### src/rtl/matrix_gen_scheduler_pkg.sv
// Shared constants for the matrix generator scheduler: FSM encoding, error codes
// and the generator's fixed matrix geometry.
package matrix_gen_scheduler_pkg;

    localparam int MAX_DIM = 5;
    localparam int TIMER_W = 8;

    localparam logic [2:0] ST_IDLE    = 3'd0;
    localparam logic [2:0] ST_CHECK   = 3'd1;
    localparam logic [2:0] ST_REQ     = 3'd2;
    localparam logic [2:0] ST_WRITE   = 3'd3;
    localparam logic [2:0] ST_RELEASE = 3'd4;
    localparam logic [2:0] ST_DONE    = 3'd5;
    localparam logic [2:0] ST_ERR     = 3'd6;

    localparam logic [1:0] ERR_NONE    = 2'd0;
    localparam logic [1:0] ERR_DIM     = 2'd1;
    localparam logic [1:0] ERR_RANGE   = 2'd2;
    localparam logic [1:0] ERR_TIMEOUT = 2'd3;

    function automatic logic dim_legal(input logic [2:0] d);
        return (d != 3'd0) && (d <= 3'(MAX_DIM));
    endfunction

endpackage

### src/rtl/matrix_gen_scheduler_walker.sv
// Holds the snapshot of one generated matrix and walks its valid row x col window
// in row-major order, presenting packed address, element value and last flag.
module matrix_snapshot_walker
    import matrix_gen_scheduler_pkg::*;
#(
    parameter int WIDTH = 8
) (
    input  logic                               clk,
    input  logic                               rst,
    input  logic                               load,
    input  logic                               step,
    input  logic [2:0]                         row,
    input  logic [2:0]                         col,
    input  logic [MAX_DIM*MAX_DIM*WIDTH-1:0]   flat_in,
    output logic [4:0]                         addr,
    output logic [WIDTH-1:0]                   data,
    output logic                               last
);

    logic [MAX_DIM*MAX_DIM*WIDTH-1:0] snap_q, snap_d;
    logic [2:0] r_q, r_d;
    logic [2:0] c_q, c_d;
    logic [4:0] idx_s;

    assign last  = (r_q == row - 3'd1) && (c_q == col - 3'd1);
    assign idx_s = 5'(r_q) * 5'(MAX_DIM) + 5'(c_q);
    // Packed address uses the shadowed column count, not the generator stride.
    assign addr  = 5'(r_q) * 5'(col) + 5'(c_q);
    assign data  = snap_q[idx_s*WIDTH +: WIDTH];

    // Next-state for snapshot and row/col counters.
    always_comb begin
        snap_d = snap_q;
        r_d    = r_q;
        c_d    = c_q;
        if (load) begin
            snap_d = flat_in;
            r_d    = 3'd0;
            c_d    = 3'd0;
        end else if (step) begin
            if (last) begin
                r_d = 3'd0;
                c_d = 3'd0;
            end else if (c_q == col - 3'd1) begin
                r_d = r_q + 3'd1;
                c_d = 3'd0;
            end else begin
                c_d = c_q + 3'd1;
            end
        end else begin
            snap_d = snap_q;
        end
    end

    // Snapshot and counter registers.
    always_ff @(posedge clk or posedge rst) begin
        if (rst) begin
            snap_q <= '0;
            r_q    <= 3'd0;
            c_q    <= 3'd0;
        end else begin
            snap_q <= snap_d;
            r_q    <= r_d;
            c_q    <= c_d;
        end
    end

endmodule

### src/rtl/matrix_gen_scheduler.sv
// Fills COUNT storage slots with generated matrices: drives the generator's
// level handshake, snapshots each result and streams the valid elements out.
module matrix_gen_scheduler
    import matrix_gen_scheduler_pkg::*;
#(
    parameter int WIDTH       = 8,
    parameter int MAX_SLOTS   = 4,
    parameter int SLOT_W      = 2,
    parameter int TIMEOUT_CYC = 255
) (
    input  logic                             clk,
    input  logic                             rst,
    input  logic                             start,
    input  logic                             abort,
    input  logic [2:0]                       cfg_row,
    input  logic [2:0]                       cfg_col,
    input  logic [WIDTH-1:0]                 cfg_min,
    input  logic [WIDTH-1:0]                 cfg_max,
    input  logic [SLOT_W:0]                  cfg_count,
    output logic                             busy,
    output logic                             done,
    output logic                             err,
    output logic [1:0]                       err_code,
    output logic [2:0]                       gen_row,
    output logic [2:0]                       gen_col,
    output logic [WIDTH-1:0]                 gen_min,
    output logic [WIDTH-1:0]                 gen_max,
    output logic                             gen_update_en,
    input  logic                             gen_update_done,
    input  logic [MAX_DIM*MAX_DIM*WIDTH-1:0] gen_matrix_flat,
    output logic                             wr_en,
    output logic [SLOT_W-1:0]                wr_slot,
    output logic [4:0]                       wr_addr,
    output logic [WIDTH-1:0]                 wr_data,
    output logic                             wr_last
);

    logic [2:0]         state_q, state_d;
    logic [TIMER_W-1:0] timer_q, timer_d, timer_inc_s;
    logic [SLOT_W-1:0]  slot_q, slot_d;
    logic [1:0]         err_code_q, err_code_d;
    logic [2:0]         row_q, row_d, col_q, col_d;
    logic [WIDTH-1:0]   min_q, min_d, max_q, max_d;
    logic [SLOT_W:0]    count_q, count_d;
    logic               busy_q, busy_d, en_q, en_d, done_q, done_d, err_q, err_d;
    logic               load_s, step_s, walk_last_s, count_ok_s, last_slot_s, timeout_s;

    assign count_ok_s  = (count_q != '0) && (count_q <= (SLOT_W+1)'(MAX_SLOTS));
    assign last_slot_s = ({1'b0, slot_q} == count_q - (SLOT_W+1)'(1));
    assign timer_inc_s = timer_q + TIMER_W'(1);
    assign timeout_s   = (timer_inc_s == TIMER_W'(TIMEOUT_CYC));

    // FSM next-state, shadow capture and walker control.
    always_comb begin
        state_d    = state_q;
        timer_d    = timer_q;
        slot_d     = slot_q;
        err_code_d = err_code_q;
        row_d      = row_q;
        col_d      = col_q;
        min_d      = min_q;
        max_d      = max_q;
        count_d    = count_q;
        load_s     = 1'b0;
        step_s     = 1'b0;
        if (abort && (state_q != ST_IDLE)) begin
            state_d = ST_IDLE;
        end else begin
            case (state_q)
                ST_IDLE: begin
                    if (start) begin
                        row_d      = cfg_row;
                        col_d      = cfg_col;
                        min_d      = cfg_min;
                        max_d      = cfg_max;
                        count_d    = cfg_count;
                        err_code_d = ERR_NONE;
                        state_d    = ST_CHECK;
                    end else begin
                        state_d = ST_IDLE;
                    end
                end
                ST_CHECK: begin
                    if (!dim_legal(row_q) || !dim_legal(col_q) || !count_ok_s) begin
                        err_code_d = ERR_DIM;
                        state_d    = ST_ERR;
                    end else if (min_q > max_q) begin
                        err_code_d = ERR_RANGE;
                        state_d    = ST_ERR;
                    end else begin
                        slot_d  = '0;
                        timer_d = '0;
                        state_d = ST_REQ;
                    end
                end
                ST_REQ: begin
                    timer_d = timer_inc_s;
                    if (gen_update_done) begin
                        load_s  = 1'b1;
                        state_d = ST_WRITE;
                    end else if (timeout_s) begin
                        err_code_d = ERR_TIMEOUT;
                        state_d    = ST_ERR;
                    end else begin
                        state_d = ST_REQ;
                    end
                end
                ST_WRITE: begin
                    step_s = 1'b1;
                    if (walk_last_s) begin
                        timer_d = '0;
                        state_d = ST_RELEASE;
                    end else begin
                        state_d = ST_WRITE;
                    end
                end
                // Generator must drop done before it is requested again.
                ST_RELEASE: begin
                    timer_d = timer_inc_s;
                    if (!gen_update_done) begin
                        if (last_slot_s) begin
                            state_d = ST_DONE;
                        end else begin
                            slot_d  = slot_q + SLOT_W'(1);
                            timer_d = '0;
                            state_d = ST_REQ;
                        end
                    end else if (timeout_s) begin
                        err_code_d = ERR_TIMEOUT;
                        state_d    = ST_ERR;
                    end else begin
                        state_d = ST_RELEASE;
                    end
                end
                ST_DONE:  state_d = ST_IDLE;
                ST_ERR:   state_d = ST_IDLE;
                default:  state_d = ST_IDLE;
            endcase
        end
        busy_d = (state_d != ST_IDLE);
        en_d   = (state_d == ST_REQ);
        done_d = (state_d == ST_DONE);
        err_d  = (state_d == ST_ERR);
    end

    // State, shadow and output registers.
    always_ff @(posedge clk or posedge rst) begin
        if (rst) begin
            state_q    <= ST_IDLE;
            timer_q    <= '0;
            slot_q     <= '0;
            err_code_q <= ERR_NONE;
            row_q      <= 3'd0;
            col_q      <= 3'd0;
            min_q      <= '0;
            max_q      <= '0;
            count_q    <= '0;
            busy_q     <= 1'b0;
            en_q       <= 1'b0;
            done_q     <= 1'b0;
            err_q      <= 1'b0;
        end else begin
            state_q    <= state_d;
            timer_q    <= timer_d;
            slot_q     <= slot_d;
            err_code_q <= err_code_d;
            row_q      <= row_d;
            col_q      <= col_d;
            min_q      <= min_d;
            max_q      <= max_d;
            count_q    <= count_d;
            busy_q     <= busy_d;
            en_q       <= en_d;
            done_q     <= done_d;
            err_q      <= err_d;
        end
    end

    matrix_snapshot_walker #(
        .WIDTH (WIDTH)
    ) u_walker (
        .clk     (clk),
        .rst     (rst),
        .load    (load_s),
        .step    (step_s),
        .row     (row_q),
        .col     (col_q),
        .flat_in (gen_matrix_flat),
        .addr    (wr_addr),
        .data    (wr_data),
        .last    (walk_last_s)
    );

    // An abort arriving on a write cycle kills that write.
    assign wr_en         = (state_q == ST_WRITE) && !abort;
    assign wr_last       = wr_en && walk_last_s;
    assign wr_slot       = slot_q;
    assign busy          = busy_q;
    assign done          = done_q;
    assign err           = err_q;
    assign err_code      = err_code_q;
    assign gen_update_en = en_q;
    assign gen_row       = row_q;
    assign gen_col       = col_q;
    assign gen_min       = min_q;
    assign gen_max       = max_q;

endmodule
### config.mk
export PLATFORM = sky130hd
export DESIGN_NAME = matrix_gen_scheduler
export DESIGN_NICKNAME = d
export VERILOG_FILES = /design/src/rtl/matrix_gen_scheduler_pkg.sv /design/src/rtl/matrix_gen_scheduler_walker.sv /design/src/rtl/matrix_gen_scheduler.sv
export SDC_FILE = /design/constraint.sdc
export NUM_CORES = 1
export LEC_CHECK = 0
export BUFFER_PORTS_ARGS = -buffer_cell sky130_fd_sc_hd__buf_2
export CAP_MARGIN = 20
export CORE_AREA = 2 2 179 164
export CTS_BUF_LIST = sky130_fd_sc_hd__clkbuf_4
export DETAILED_ROUTE_END_ITERATION = 10
export DIE_AREA = 0 0 181 166
export GPL_ROUTABILITY_DRIVEN = 0
export PLACE_DENSITY = 0.65
export SYNTH_ARGS = -nofsm -noshare
export SYNTH_HDL_FRONTEND = slang
export SYNTH_SLANG_ARGS = --single-unit
export TNS_END_PERCENT = 100
### constraint.sdc
create_clock -name clk -period 11.3 [get_ports clk]
set_clock_uncertainty 0.15 [all_clocks]
set_input_delay 2.26 -clock clk [delete_from_list [all_inputs] [get_ports clk]]
set_output_delay 2.26 -clock clk [all_outputs]
set_load 0.005 [all_outputs]
==> results.md, run 1 <==
* Vias in the first global route at roughly 10000
* Post-synth top area share at between 50 and 60%
* Seq/Total Area, Yosys at 50.1%
* Non-filler instance count after layout at about 2000
* Maximum buffer depth of the clock tree at 3
* Detailed router's first-iteration violation count at 711
* RSZ-0062 raised after global routing: no
* Syn nets at between 1500 and 2000
* Clk slew on worst S/H paths at 0.06 ns
* Die Y-Extent at between 150 and 200 um
* Synth Warn # at 0
* Status: completed
* Net count, final at between 1500 and 2000
* Initial antenna violation count at 5
* Minimum clock period at 6.25 ns
* Relative max-transition margin at between 30% and 40%
* VDD IR max at roughly 0.00019 V
* Total gr overflow at 0
* Avg WL per Cell at ~17 um
* CORE AREA at between 20000 and 30000 sq um
* Clock sinks at 250
* Site row count at 59
* CTS H-tree lvls at 3
* DR vias/cell at just over 5
* Least-Margin Pin Slew at ~0.99 ns
* Endpoint class of the critical path: output pin
* Met3 Wirelength at approximately 2.5 mm
* Die area at between 30000 and 40000 sq um
* Post-CTS sizing at 0
* CTS root buffer: clkbuf_4
* Worst Path Max Fanout at 16
* Leak pwr at between 7 and 8 nW
* Die width at between 150 and 200 um
* Hpwl dp at roughly 25 mm
* Async set or reset register ratio after synthesis at between 90% and 100%
* DRC at 0
* Placed instance area at 14100 sq um
* Global-route wire length before repair at 54.4 mm
* Syn_area_per_cell at around 9.6 sq um
* Placed cell count at between 1500 and 2000
* Synth cell count leaders: nand2_1 (641), dfrtp_1 (250), mux4_2 (56)
* Post-CTS Setup Bufs at 0
* Power Density at 314 nW/um^2
* Worst EP arrival at roughly 3.8 ns
* Cell taking the most area after synthesis: dfrtp_1
* Met2 WL post-DR at around 16 mm
* Crit path kind: reg2out
* Top cells by area, synth: dfrtp_1 (50%), nand2_1 (19%), mux4_2 (10%)
* Hold Path Class: reg2reg
* Ratio of final minimum period to clock period at between 50 and 60%
* Synth Flop Type: dfrtp_1
* Slew Viols, Final at 0
* Total track usage at 23.2%
* CTS Hold Buffers Added at 0
* Most frequent cell after synthesis: nand2_1
* Setup TNS Final at 0 ns
* Synth cell types at 61
* Post-synth EDFFs at 0
* Area Overhead vs Synth at 20.6%
* DRT Wirelength at around 34 mm
* Num CTS Buffers at 67
* Fin area at around 15000 sq um
* Router iterations before antenna repair at 6
* Vias post-DR at between 10000 and 15000
* Number of nets with antenna violations after routing at 0
* Max Used Layer: met5
* Max-Cap Viols at 0
* Mapped Area at about 12000 sq um
* Maximum clock rate at about 160 MHz
* Worst EP required at 8.89 ns
* Worst-Skew Late Latency at 0.66 ns
* # setup viols final at 0
* PortBufs at between 200 and 300
* Share of cells above drive strength 1 at a little under 30%
* Fin. Hold Viols at 0
* Boundary pin count at 275
* Largest net degree at the start of global routing at 113
* Met1 Wirelength at 15.0 mm
* TritonCTS clock tree: built
* Initial core utilization at approximately 44%
* Synthesis-stage register bit count at 250
* Synthesized instance count at between 1000 and 1500
* Critical Path Start Type: flip-flop
layer usage:
metal  track usage, %  vias up
li1                 -     4878
met1             32.0     4885
met2             35.3      409
met3             5.90       77
met4             9.33        4
met5                0        -
placed cells by master, fill, tap and decap left out, types with 18 or more instances in the layout:
cell / netlist / final
nor2_1: 19 / 19
clkbuf_4: 0 / 92
buf_2: 4 / 274
nand2_1: 641 / 641
inv_1: 35 / 34
mux2_2: 18 / 18
ha_1: 35 / 33
mux4_2: 56 / 56
o21ai_0: 27 / 27
dfrtp_1: 250 / 250
state kept, by name (all words and copies together) (netlist names):
| register | count |
|---|---|
| gen_min | 8 |
| gen_max | 8 |
| u_walker.c_q | 3 |
| gen_col | 3 |
| done | 1 |
| state_q | 3 |
| err | 1 |
| wr_slot | 2 |
| u_walker.r_q | 3 |
| count_q | 3 |
| busy | 1 |
| u_walker.snap_q | 200 |
| err_code | 2 |
| gen_update_en | 1 |
| timer_q | 8 |
| gen_row | 3 |
worst max-delay path, stage by stage, from the launching register on:
cell	delay, ns
dfrtp_1	0.50
ha_1	0.34
ha_1	0.32
fa_1	0.48
xor2_2	0.32
buf_8	0.22
mux4_2	0.55
mux2_2	0.31
buf_2	0.14
final timing paths:
check	from	endpoint	slack, ns	depth (start not counted)
min reg2reg	u_walker.snap_q[148]$_DFFE_PP0P_	u_walker.snap_q[148]$_DFFE_PP0P_	0.32	2
min in group asynchronous	rst	gen_max[1]$_DFFE_PP0P_	1.51	2
min	u_walker.snap_q[148]$_DFFE_PP0P_	u_walker.snap_q[148]$_DFFE_PP0P_	0.32	2
max	u_walker.r_q[0]$_DFFE_PP0P_	wr_data[2]	5.05	8
max in group asynchronous	rst	u_walker.snap_q[184]$_DFFE_PP0P_	8.30	4
max reg2reg	state_q[2]$_DFF_PP0_	u_walker.snap_q[98]$_DFFE_PP0P_	8.43	6
logic make-up (layout without fill, tap and decap cells):
family                     after synthesis  count (layout)  synth area share [%]
AOI/OAI and AO/OA                       88              88                  4.76
muxes                                   84              84                  12.5
and+or+nand+nor                        716             716                  23.2
DFF                                    250             250                  50.1
adders and majority gates               39              39                  4.15
xor gates and xnor gates                21              21                  1.58
other                                    0               2                     0
buffers and inverters                  105             436                  3.67
power by group:
group	total, mW	switching [mW]	internal (mW)
clock	0.806	0.381	0.425
combinational	2.28	1.15	1.13
sequential	1.65	0.324	1.32
total	4.73	1.85	2.88
metrics by stage:
stage / power [mW] / worst slack [ns] / utilization (%) / hold WS, ns
2_1_floorplan: 3.19 / 2.02 / - / 0.290
3_5_place_dp: 3.91 / 5.16 / 49.8 / 0.309
6_report: 4.73 / 5.05 / 53.2 / 0.323
4_1_cts: 4.74 / 4.43 / 52.7 / 0.324
5_1_grt: 5.09 / 4.79 / 53.2 / 0.349
3_3_place_gp: 3.84 / 5.24 / 49.7 / 0.304
cell type report:
type / count / area, sq um
fillers: 2649 / 13300
clock inverters: 23 / 156
clock buffers: 92 / 691
multi-input cells: 948 / 5820
inverters: 35 / 139
flip-flops and latches: 250 / 6260
diodes: 2 / 5.00
repair buffers: 286 / 1550
well taps: 366 / 458
No activity file was read; power rests on OpenSTA's default activity.
==> inputs of run 2 (changes only) <==
==> constraint.sdc (replaced) <==
create_clock -name clk -period 5.9 [get_ports clk]
set_clock_uncertainty 0.15 [all_clocks]
set_input_delay 1.18 -clock clk [delete_from_list [all_inputs] [get_ports clk]]
set_output_delay 1.18 -clock clk [all_outputs]
set_load 0.005 [all_outputs]
==> run 2 against run 1 <==
Sequential share of layout area grew 0.35 points. Worst setup slack lost 4.6 ns. Sequential power grew 94%. Via count is essentially flat. Critical endpoint is now wr_data[3].
==> results.md, run 2 (same netlist as run 1, synthesis figures left out) <==
* Worst EP required at 4.57 ns (-4.32 ns)
* Max Used Layer: met5
* Router iterations before antenna repair at 5 (-1)
* Post-Place Setup Slack at 1.12 ns (-4.05 ns)
* CTS root buffer: clkbuf_4
* Commonest cells after routing, fill and taps aside: nand2_1 (641), buf_2 (274), dfrtp_1 (250)
* Area Overhead vs Synth at 19.6%
* DRT Wirelength at 35.0 mm (+1.7%)
* Initial core utilization at 44.1% (unchanged)
* RSZ-0062 raised after global routing: no
* Fin. Hold Viols at 0 (unchanged)
* Total gr overflow at 0 (unchanged)
* Slew Viols, Final at 0 (unchanged)
* VDD IR max at 0.000386 V (+100%)
* PortBufs at 274 (unchanged)
* Post-CTS sizing at 0 (unchanged)
* Post-CTS Setup Bufs at 0 (unchanged)
* CTS H-tree lvls at 3 (unchanged)
* Met3 Wirelength at 2.97 mm (+16%)
* Clock sinks at 250 (unchanged)
* CORE AREA at 28300 sq um (unchanged)
* Max reg flops at 200 (unchanged)
* Die area at 30000 sq um (unchanged)
* Worst-Skew Late Latency at 0.67 ns (about the same)
* Critical Path Start Type: flip-flop
* Vias in the first global route at 10300 (-0.98%)
* Clk slew on worst S/H paths at 0.07 ns (about the same)
* Maximum buffer depth of the clock tree at 3 (unchanged)
* Leak pwr at 7.92 nW (-0.73%)
* Setup TNS Final at 0 ns (unchanged)
* Detailed router's first-iteration violation count at 785 (+10%)
* Commonest non-fill, non-tap cell in the layout: nand2_1
* Largest Register: u_walker.snap_q
* DR vias/cell at 5.16 (+0.70%)
* Site row count at 59 (unchanged)
* Max-Cap Viols at 0 (unchanged)
* Total track usage at 23.6% (+0.42 points)
* Fin util at 52.7% (-0.44 points)
* Boundary pin count at 275 (unchanged)
* Maximum clock rate at between 150 and 200 MHz
* Vias post-DR at 10300 (+0.049%)
* Num CTS Buffers at 69 (+3.0%)
* Avg WL per Cell at 17.6 um (+2.4%)
* Initial antenna violation count at 3 (-2)
* Worst EP arrival at 4.12 ns (+0.28 ns)
* Share of cells above drive strength 1 at 29.5% (-0.15 points)
* Status: completed
* Met2 WL post-DR at 15.8 mm (+1.1%)
* Worst Hold Slack at 0.327 ns (+0.00404 ns)
* # setup viols final at 0 (unchanged)
* Worst Path Max Fanout at 10 (-6)
* Number of nets with antenna violations after routing at 0 (unchanged)
* Power Density at 600 nW/um^2 (+91%)
* Ratio of final minimum period to clock period at between 90 and 100%
* CTS Hold Buffers Added at 0 (unchanged)
* Die width at 181 um (unchanged)
* DRC at 0 (unchanged)
* Least-Margin Pin Slew at 1.03 ns (+0.0394 ns)
* Hpwl dp at 25.5 mm (+2.7%)
* Hold Path Class: reg2reg
* Filler cell count in the final layout at 2674 (+0.94%)
* Net count, final at 1856 (-0.054%)
* Crit path kind: reg2out
* Global-route wire length before repair at 55.4 mm (+1.8%)
* Largest net degree at the start of global routing at 202 (+79%)
* Final Worst Setup Slack at 0.454 ns (-4.59 ns)
* TritonCTS clock tree: built
* Die Y-Extent at 166 um (unchanged)
* Minimum clock period at between 5 and 6 ns
* Met1 Wirelength at 15.2 mm (+0.94%)
* Relative max-transition margin at 31.5% (-2.2 points)
* Endpoint class of the critical path: output pin
-- run 2: critical path: stages, from the launching register on --
cell	delay (ns)
dfrtp_1	0.51
ha_1	0.35
ha_1	0.32
fa_1	0.47
xor2_2	0.71
mux4_2	0.62
mux2_2	0.32
buf_2	0.14
-- run 2: layout make-up --
type	instances	area [sq um]	area share [%]
diodes	1	2.50	0.0167
multi-input cells	948	5820	38.9
flip-flops and latches	250	6260	41.9
clock buffers	94	706	4.72
repair buffers	283	1460	9.80
well taps	366	458	3.06
inverters	35	135	0.904
clock inverters	12	108	0.720
-- run 2: worst paths after layout --
path | startpoint | to | slack (ns) | cells after the start
setup / recovery | u_walker.r_q[0]$_DFFE_PP0P_ | wr_data[3] | 0.45 | 7
hold reg to reg | u_walker.snap_q[182]$_DFFE_PP0P_ | u_walker.snap_q[182]$_DFFE_PP0P_ | 0.33 | 2
hold / removal | u_walker.snap_q[182]$_DFFE_PP0P_ | u_walker.snap_q[182]$_DFFE_PP0P_ | 0.33 | 2
setup reg to reg | count_q[0]$_DFFE_PP0P_ | timer_q[6]$_DFFE_PP0P_ | 2.99 | 8
max in group asynchronous | rst | u_walker.snap_q[143]$_DFFE_PP0P_ | 3.67 | 3
min in group asynchronous | rst | gen_max[5]$_DFFE_PP0P_ | 0.51 | 2
-- run 2: where the power goes --
group          switching (mW)  total (mW)  internal [mW]
clock                   0.713        1.53          0.816
sequential              0.667        3.20           2.54
combinational            2.11        4.24           2.12
-- run 2: routing by layer --
metal	up-vias	track usage, %
met4	4	8.55
met1	4887	32.9
met5	-	0
met2	427	35.4
met3	78	6.91
li1	4862	-
-- run 2: through the flow --
step	instance area [sq um]	cells	power, mW
after CTS	14900	1988	9.03
after global routing	14900	1989	9.65
after floorplan	12500	1303	6.11
after global placement	14100	1882	7.36
final	14900	1989	8.97
after detailed placement	14100	1882	7.45
==> inputs of run 3 (changes only) <==
--- a/config.mk
+++ b/config.mk
@@ -13,6 +13,7 @@
 export DIE_AREA = 0 0 181 166
 export GPL_ROUTABILITY_DRIVEN = 0
 export PLACE_DENSITY = 0.65
+export RECOVER_POWER = 50
 export SYNTH_ARGS = -nofsm -noshare
 export SYNTH_HDL_FRONTEND = slang
 export SYNTH_SLANG_ARGS = --single-unit
==> run 3 against run 2 <==
The run now ends with capacitance limit, slew limit left. Maximum frequency is 0.53% lower. Register-to-register slack worse by 1.8 ns. Die area unchanged. Worst setup slack lost 0.029 ns. Count of clock-buffer cells in the layout unchanged. Clock power is essentially flat. Utilization down 0.18 points. Worst hold slack got worse by 0.0011 ns. Final cell count about the same. First-iteration DRC count rose by 2.0%. Global-route usage stayed put. Largest cell class unchanged. Largest power group unchanged.
==> results.md, run 3 (same netlist as run 1, synthesis figures left out) <==
* PortBufs at 274 (unchanged)
* Worst EP required at 4.57 ns (about the same)
* Flop2flop setup slack at 1.21 ns (-1.78 ns)
* Boundary pin count at 275 (unchanged)
* CORE AREA at 28300 sq um (unchanged)
* # setup viols final at 0 (unchanged)
* Hpwl dp at 25.5 mm (unchanged)
* Share of cells above drive strength 1 at 29.2% (-0.25 points)
* Non-filler instance count after layout at 1990 (+0.050%)
* Global-route wire length before repair at 55.4 mm (unchanged)
* Crit path max-delay cell type: xor2_2
* Worst Path Max Fanout at 10 (unchanged)
* Filler cell count in the final layout at 2683 (+0.34%)
* Net count, final at 1856 (unchanged)
* Endpoint class of the critical path: output pin
* Least-Margin Pin Slew at 3.96 ns (+2.93 ns)
* Worst-Skew Late Latency at 0.67 ns (about the same)
* Worst Hold Slack at 0.326 ns (-0.00110 ns)
* Slew Viols, Final at 500 (+500)
* Initial antenna violation count at 3 (unchanged)
* Largest Register: u_walker.snap_q
* VDD IR max at 0.000386 V (+0.15%)
* Hold Path Class: reg2reg
* Num CTS Buffers at 69 (unchanged)
* Die width at 181 um (unchanged)
* Max reg flops at 200 (unchanged)
* Commonest cells after routing, fill and taps aside: nand2_1 (641), buf_2 (274), dfrtp_1 (250)
* Detailed router's first-iteration violation count at 801 (+2.0%)
* Largest net degree at the start of global routing at 202 (unchanged)
* Ratio of final minimum period to clock period at 92.8% (+0.49 points)
* RSZ-0062 raised after global routing: no
* Setup TNS Final at 0 ns (unchanged)
* Maximum clock rate at 183 MHz (-0.53%)
* Initial core utilization at 44.1% (unchanged)
* Fin util at 52.5% (-0.18 points)
* Crit path kind: reg2out
* Relative max-transition margin at -164% (-200 points)
* DR vias/cell at 5.16 (+0.12%)
* Post-Place Setup Slack at 1.12 ns (unchanged)
* Power Density at 603 nW/um^2 (+0.44%)
* Number of nets with antenna violations after routing at 0 (unchanged)
* TritonCTS clock tree: built
* CTS H-tree lvls at 3 (unchanged)
* Post-CTS sizing at 0 (unchanged)
* Maximum buffer depth of the clock tree at 3 (unchanged)
* Worst EP arrival at 4.14 ns (+0.02 ns)
* Cell repeated most along the worst path: ha_1
* Leak pwr at 7.89 nW (-0.43%)
* DRT Wirelength at 35.1 mm (+0.15%)
* Router iterations before antenna repair at 5 (unchanged)
* Clock sinks at 250 (unchanged)
* Failing checks: capacitance limit, slew limit
* Commonest non-fill, non-tap cell in the layout: nand2_1
* Vias in the first global route at 10300 (unchanged)
* CP Cell Sequence: ha_1 > ha_1 > fa_1 > xor2_2 > mux4_2 > mux2_2 > buf_2
* DRC at 0 (unchanged)
* Largest delay contributor family on the critical path: adder cells
* Critical Path Start Type: flip-flop
* Final Worst Setup Slack at 0.425 ns (-0.0292 ns)
* Total track usage at 23.6% (unchanged)
* Avg WL per Cell at 17.6 um (about the same)
* Max-Cap Viols at 6 (+6)
* Placed cell count at 1882 (unchanged)
* Minimum clock period at 5.47 ns (+0.0292 ns)
* Die area at 30000 sq um (unchanged)
* Area Overhead vs Synth at 19.2%
* Total gr overflow at 0 (unchanged)
* Fin. Hold Viols at 0 (unchanged)
* Buf/Inv on CP at 1 (unchanged)
* CP max stage delay at 0.73 ns (+0.02 ns)
* Die Y-Extent at 166 um (unchanged)
* Post-CTS Setup Bufs at 0 (unchanged)
* Clk slew on worst S/H paths at 0.07 ns (about the same)
* CTS Hold Buffers Added at 0 (unchanged)
* CTS root buffer: clkbuf_4
* Status: complete, but fails checks
* Vias post-DR at 10300 (+0.17%)
* Site row count at 59 (unchanged)
run 3: cell types whose count changed in the layout (fill, tap and decap cells not counted), sizes merged:
cell	before	now
diode	1	2
clkbuf	94	99
buf	283	278
run 3: worst reg2reg max path, delay by kind of cell, from the launching register on:
family | cells | cell delay, ns
simple gates | 4 | 1.16
flops | 1 | 0.63
buf+inv | 1 | 2.70
run 3: stage by stage:
step / power, mW / area [sq um]
2_1_floorplan: 6.11 / 12500
5_1_grt: 9.66 / 14900
4_1_cts: 9.03 / 14900
3_5_place_dp: 7.45 / 14100
3_3_place_gp: 7.36 / 14100
6_report: 8.98 / 14900
run 3: worst paths after layout:
kind / startpoint / cells past startpoint / end
min in group asynchronous: rst / 2 / gen_max[5]$_DFFE_PP0P_
worst min-delay path: u_walker.snap_q[182]$_DFFE_PP0P_ / 2 / u_walker.snap_q[182]$_DFFE_PP0P_
worst max-delay path: u_walker.r_q[0]$_DFFE_PP0P_ / 7 / wr_data[3]
worst min register to register: u_walker.snap_q[182]$_DFFE_PP0P_ / 2 / u_walker.snap_q[182]$_DFFE_PP0P_
max in group asynchronous: rst / 3 / u_walker.snap_q[143]$_DFFE_PP0P_
worst max register to register: state_q[2]$_DFF_PP0_ / 5 / u_walker.snap_q[57]$_DFFE_PP0P_
run 3: final cells by class:
cell class              instances  area [sq um]  share of cell area [%]
clock inverters                12           108                   0.723
multi-input cells             948          5790                    38.9
flip-flops and latches        250          6260                    42.0
repair buffers                283          1440                    9.65
inverters                      35           133                   0.891
clock buffers                  94           706                    4.74
well taps                     366           458                    3.07
diodes                          2          5.00                  0.0336
run 3: per-layer routing:
layer | vias up | part of all wire, % | global-route usage, %
li1 | 4858 | - | -
met1 | 4873 | 43 | 32.9
met2 | 459 | 45 | 35.4
met3 | 81 | 8.6 | 6.91
met4 | 4 | 2.9 | 8.55
met5 | - | 0.060 | 0
run 3: power breakdown:
group	internal (mW)	switching, mW	total, mW
Clock	0.816	0.715	1.53
Sequential	2.54	0.664	3.20
Combinational	2.14	2.11	4.25
